===== config.mk =====
export PLATFORM = sky130hd
export DESIGN_NAME = throttled_dram_model_fiforam
export DESIGN_NICKNAME = d
export VERILOG_FILES = /design/src/rtl/throttled_dram_model_pkg.sv /design/src/rtl/throttled_dram_model_fiforam.sv
export SDC_FILE = /design/constraint.sdc
export NUM_CORES = 1
export LEC_CHECK = 0
export ABC_AREA = 1
export BUFFER_PORTS_ARGS = -buffer_cell sky130_fd_sc_hd__buf_2
export CORE_MARGIN = 5
export CORE_UTILIZATION = 45
export CTS_BUF_LIST = sky130_fd_sc_hd__clkbuf_16
export CTS_CLUSTER_SIZE = 16
export DETAILED_ROUTE_END_ITERATION = 10
export PLACE_DENSITY = 0.58
export SKIP_CTS_REPAIR_TIMING = 1
export SLEW_MARGIN = 40
export SYNTH_ARGS = -nofsm -noshare
export SYNTH_HDL_FRONTEND = slang
export SYNTH_SLANG_ARGS = --single-unit

===== constraint.sdc =====
create_clock -name Clock -period 1.9 [get_ports Clock]
set_input_delay 0.38 -clock Clock [delete_from_list [all_inputs] [get_ports Clock]]
set_output_delay 0.38 -clock Clock [all_outputs]
set_load 0.05 [all_outputs]

===== src/rtl/throttled_dram_model_pkg.sv =====
// Shared command encodings, throttle constant, FSM states and the credit update
// used by the throttled DRAM stand-in.
package throttled_dram_model_pkg;

   localparam int DDRCWidth = 3;
   localparam logic [DDRCWidth-1:0] DDR3CMD_Write = 3'd0;
   localparam logic [DDRCWidth-1:0] DDR3CMD_Read  = 3'd1;

   localparam logic [7:0] CreditFull = 8'd100;

   typedef enum logic {ST_INIT, ST_RUN} state_e;

   // Saturating credit refill; an issue only happens with a full credit so no underflow.
   function automatic logic [7:0] credit_next(input logic [7:0] credit,
                                              input logic       issue,
                                              input logic [7:0] refill);
      logic [8:0] sum;
      sum = {1'b0, credit} - (issue ? 9'd100 : 9'd0) + {1'b0, refill};
      return (sum > {1'b0, CreditFull}) ? CreditFull : sum[7:0];
   endfunction

endpackage


===== src/rtl/throttled_dram_model_fiforam.sv =====
// First-word-fall-through FIFO on a small register array; shared by the command
// and write-data queues.
module throttled_dram_model_fiforam
   import throttled_dram_model_pkg::*;
#(
   parameter int Width    = 8,
   parameter int DepthLog = 3
) (
   input  logic             Clock,
   input  logic             Reset,
   input  logic [Width-1:0] InData,
   input  logic             InValid,
   output logic             InAccept,
   output logic [Width-1:0] OutData,
   output logic             OutSend,
   input  logic             OutReady
);

   localparam int Depth = 1 << DepthLog;

   logic [Width-1:0]    mem_q [Depth];
   logic [DepthLog-1:0] wr_ptr_q, rd_ptr_q;
   logic [DepthLog:0]   count_q;
   logic                push, pop;

   assign InAccept = ~count_q[DepthLog];
   assign OutSend  = (count_q != '0);
   assign OutData  = mem_q[rd_ptr_q];
   assign push     = InValid & InAccept;
   assign pop      = OutSend & OutReady;

   always_ff @(posedge Clock) begin
      if (Reset) begin
         wr_ptr_q <= '0;
         rd_ptr_q <= '0;
         count_q  <= '0;
      end else begin
         if (push) wr_ptr_q <= wr_ptr_q + 1'b1;
         if (pop)  rd_ptr_q <= rd_ptr_q + 1'b1;
         count_q <= count_q + {{DepthLog{1'b0}}, push} - {{DepthLog{1'b0}}, pop};
      end
   end

   always_ff @(posedge Clock) begin
      if (push) mem_q[wr_ptr_q] <= InData;
   end

endmodule


# Yosys cells after proc, flatten, opt, wreduce, memory -nomap -nowiden
# Memory sizes are Yosys's and may differ from the RTL's. A register that Yosys moved wholly into a read port is not among the register bits.
# Index checks and enable logic that the tools add are counted.
# W data, S select, Z words.
# word_totals
n_memories	1
elab_cells	16
reg_bits	10
mem_bits_rw	64
# classes
add_sub_neg	4
n_mux	4
reduce_logical	1
n_bitwise	3
# mem_list
name	depth	width	rd	rd_clocked_by_memory_dff	wr	line_no	rtl
mem_q	8	8	1	1	1	throttled_dram_model_fiforam.sv:21	logic [Width-1:0] mem_q [Depth];
# ops
cell	n
$add A3 B1 Y3 const B	2
$mux W3	2
$add A4 B1 Y4	1
$reduce_bool A4 Y1	1
$sub A4 B1 Y4	1
$and A1 B1 Y1	2
$mux W1	2
$not A1 Y1	1

# Longest topological paths before layout
# logic_depth
word_depth	4
depth_mapped	12

# Worst setup path before layout
# Ideal clock, no wire load.
# synth_path
path_type	reg2reg
start	register count_q[3]
end	register count_q[2]
setup_ns	0.114
arrival_ns	2.080
path_stages_with_launch	11
t_required_ns	1.786
setup_slack_ns	-0.294
synth_period_minus_slack_ns	2.194
cell_sequence	dfxtp_1 -> inv_1 -> ha_1 -> nand2_2 -> nand3_1 -> nand2_1 -> ha_1 -> inv_1 -> fa_1 -> xor2_1 -> nor2_1
# synth_between
elab_chain_len	4
elab_cells_between_ends	6
cone_classes	add/sub (2); bitwise (3); reduce/logical (1)
# synth_rtl
element	line_no	rtl
from (decl)	throttled_dram_model_fiforam.sv:23	logic [DepthLog:0] count_q;
from (signal assigned)	throttled_dram_model_fiforam.sv:40	count_q <= count_q + {{DepthLog{1'b0}}, push} - {{DepthLog{1'b0}}, pop};
$not A1 Y1	throttled_dram_model_fiforam.sv:26	assign InAccept = ~count_q[DepthLog];
net InAccept	throttled_dram_model_fiforam.sv:13	output logic InAccept,
$and A1 B1 Y1	throttled_dram_model_fiforam.sv:29	assign push = InValid & InAccept;
$add A4 B1 Y4	throttled_dram_model_fiforam.sv:40	
$sub A4 B1 Y4	throttled_dram_model_fiforam.sv:40	
# The timed path passes the listed nets, and every way through them passes these cells.
# A chain may end at the register's enable or synchronous reset.

==> results.md <==
- Status: finished, final reports clean
- Pint: ~0.0038 W
- Residual overflow from global routing: 0
- CTS max path bufs: 2
- Area growth, synth to finish: 18.5%
- PwrDens: roughly 1400 nW/um^2
- DRT Pass-1 Iters: 4
- Reg2reg end: count_q[1]$_SDFF_PP0_
- Starting Density: between 40% and 50%
- Switch share: 35.4%
- Sw power: approximately 0.0021 W
- Fin crit share: a little over nine tenths
- Hold Path Depth: 2
- R2r setup slk: between 0.1 and 0.15 ns
- Slew @ Worst Pin: roughly 0.33 ns
- Share of power burned in registers: 35.7%
- Post-layout net count: roughly 430
- Starting DRC count in detailed routing: 100
- Routed wire length: ~6600 um
- Count of different cell masters after synthesis: 20
- Area of the mapped netlist: ~3500 sq um
- Headroom to the max-slew limit: between 70% and 80%
- Drt wl/cell: 12.8 um
- CTS tree: yes
- YS warnings: 0
- Layout cells sized above 1: approximately 17%
- Ys async rst share: 0%
- Setup TNS Final: 0 ns
- Final Instance Count excl. Fillers: ~510
- Placed Cells: around 500
- Final Skew: just over 0.005 ns
- Final Hold Viols: 0
- Clock power share: 29.7%
- # setup viols final: 0
- Crit path required time: between 1.5 and 2 ns
- Antenna violations before repair: 0
- Syn Area/Cell: 9.49 sq um
- First-pass GRT wire length: ~11,000 um
- Final ANT Viol Nets: 0
- Sequential share of the synthesized area: 62.2%
- Largest net degree at the start of global routing: 33
- Logic pwr share: a little over a third
- Final worst path period need: 1.84 ns
- Worst reg2reg path depth: 9
- Crit. End Element: output port
- Critical path peak fanout: 32
- Width of the die: 98.3 um
- Routed vias/inst: approximately 4.5
- Max cap viols: 0
- Total power: slightly below 0.006 W
- Clk root buf: clkbuf_16
- Clock Sinks: 77
- Critical Path Start Type: flip-flop
- Synth Net Count: about 390
- Clk pin slew, worst setup/hold paths: 0.06 ns
- Rows: 32
- RSZ-0062 raised after global routing: true
- Number of global-route vias before repair: ~2,300
- Placeable Area: around 7600 sq um
- RD Place Congestion: approximately 0.77
- Final Max Slew Viols: 0
- Critical path data arrival time: 1.46 ns
- Fmax: about 540 MHz
- Total CTS buffers: 9
- Worst Hold Path EP: count_q[1]$_SDFF_PP0_
- # port buffers: 21
- Min-delay src: Reset
- DRC Markers: 0
- Clock Latency Late Sink: approximately 0.33 ns
- H-tree depth: 3
- Post-Syn Instances: 370
- Hpwl dp: 4380 um
- Antenna diodes: 0
- Hold Crit Class: in -> reg
- Lkg Pwr: 1.92 nW
- FF+latch count, synth: 77
- CP Class: reg -> out
- Post-synth EDFFs: 64
- VDD IR-drop max: ~0.00073 V
- Vias: 2,323
- Die height: just under 100 um
- Ports: 22
- Worst r2r src: count_q[3]$_SDFF_PP0_
- Fillers: around 700
- Tot GR Track Use: between 10% and 20%
- Ys flop type: edfxtp_1
- Die area: around 9700 sq um
==> metrics by stage <==
stage | hold slack, ns | utilization (%) | area, sq um | setup slack [ns]
global placement | 0.484 | 49.6 | 3800 | 0.123
global route | 0.276 | 54.4 | 4160 | -0.0344
floorplan | 0.447 | - | 3550 | -0.115
CTS | 0.258 | 53.7 | 4100 | -0.0898
finish | 0.274 | 54.4 | 4160 | 0.0645
detailed placement | 0.486 | 49.6 | 3800 | 0.0932
==> how the worst max path moves through the flow <==
| stage | start | end | slack, ns | depth (start not counted) |
|---|---|---|---|---|
| after floorplan | count_q[3]$_SDFF_PP0_ | count_q[2]$_SDFF_PP0_ | -0.11 | 10 |
| after global placement | count_q[1]$_SDFF_PP0_ | count_q[2]$_SDFF_PP0_ | 0.12 | 10 |
| after detailed placement | count_q[1]$_SDFF_PP0_ | count_q[2]$_SDFF_PP0_ | 0.09 | 10 |
| after CTS | flip-flop | OutData[2] | -0.09 | 7 |
| after global routing | flip-flop | OutData[2] | -0.03 | 7 |
| final | flip-flop | OutData[2] | 0.06 | 7 |
==> final cells by class <==
class	count	area, sq um	area share, %
inverter	81	318	7.64
clock inverter	7	82.6	1.98
tap	102	128	3.07
sequential	77	2190	52.6
timing repair buffer	37	254	6.11
multi-input combinational	201	965	23.2
clock buffer	9	225	5.41
==> sequential cells by signal, indices dropped and copies added, names as in the netlist, named ones only <==
signal    count
wr_ptr_q      3
mem_q        64
count_q       4
rd_ptr_q      3
==> cells in the mapped netlist, types with 2 or more instances <==
cell / number / area share (%)
a21oi_1: 7 / 1.0
buf_2: 2 / 0.29
buf_4: 3 / 0.64
buf_6: 5 / 1.6
dfxtp_1: 13 / 7.4
edfxtp_1: 64 / 55
ha_1: 6 / 2.1
inv_1: 79 / 8.4
nand2_1: 113 / 12
nand2_2: 11 / 2.0
nand3_1: 37 / 5.3
nor2_1: 22 / 2.4
==> worst max-delay path, cell delays in order, from the launching register on <==
cell      delay, ns
dfxtp_4        0.37
inv_8          0.18
nand2_1        0.08
nand3_1        0.09
nand2_1        0.06
nand2_1        0.05
nand2_1        0.07
clkbuf_4       0.21
==> cells in the final DEF (no fill, tap or decap) <==
cell and count:
fa_2 1, nand2_2 10, bufinv_16 2, ha_4 1, dfxtp_2 2, nand3_4 1
nor2_1 21, inv_8 1, xor2_1 1, a21oi_1 7, clkinv_1 2, nand2_1 113
ha_1 4, clkbuf_4 4, buf_12 1, inv_1 80, or2_2 1, clkbuf_16 9
nand3b_1 1, edfxtp_1 64, inv_4 1, buf_6 1, dfxtp_4 1, buf_2 16
o21ai_0 1, buf_4 15, nand2_8 1, dfxtp_1 10, ha_2 1, clkinvlp_4 2
nand3_1 36, nor2_2 1
==> layer usage <==
metal  vias to the layer above  global-route usage (%)  routed length (um)
li1                       1216                       -                   -
met1                      1052                    18.7                2920
met2                        42                    24.4                3240
met3                        13                    3.36                 276
met4                         0                    7.67                 148
met5                         -                       0                   0
==> cell families after synthesis <==
kind of cell	Yosys count	share of synthesized area [%]
xor+xnor	1	0.250
buf+inv	92	11.7
compound gates	8	1.14
fa+ha+maj	7	2.71
simple gates	185	22.1
flops	77	62.2
==> power by group through the flow <==
| stage | clock (W) | sequential [W] | combinational, W |
|---|---|---|---|
| 3_5_place_dp | 0 | 0.00210 | 0.00198 |
| 5_1_grt | 0.00185 | 0.00211 | 0.00225 |
| 6_report | 0.00174 | 0.00209 | 0.00203 |
| 4_1_cts | 0.00178 | 0.00207 | 0.00198 |
| 2_1_floorplan | 0 | 0.00208 | 0.00161 |
| 3_3_place_gp | 0 | 0.00210 | 0.00194 |
Note: power is estimated with default switching activity, not from simulation.
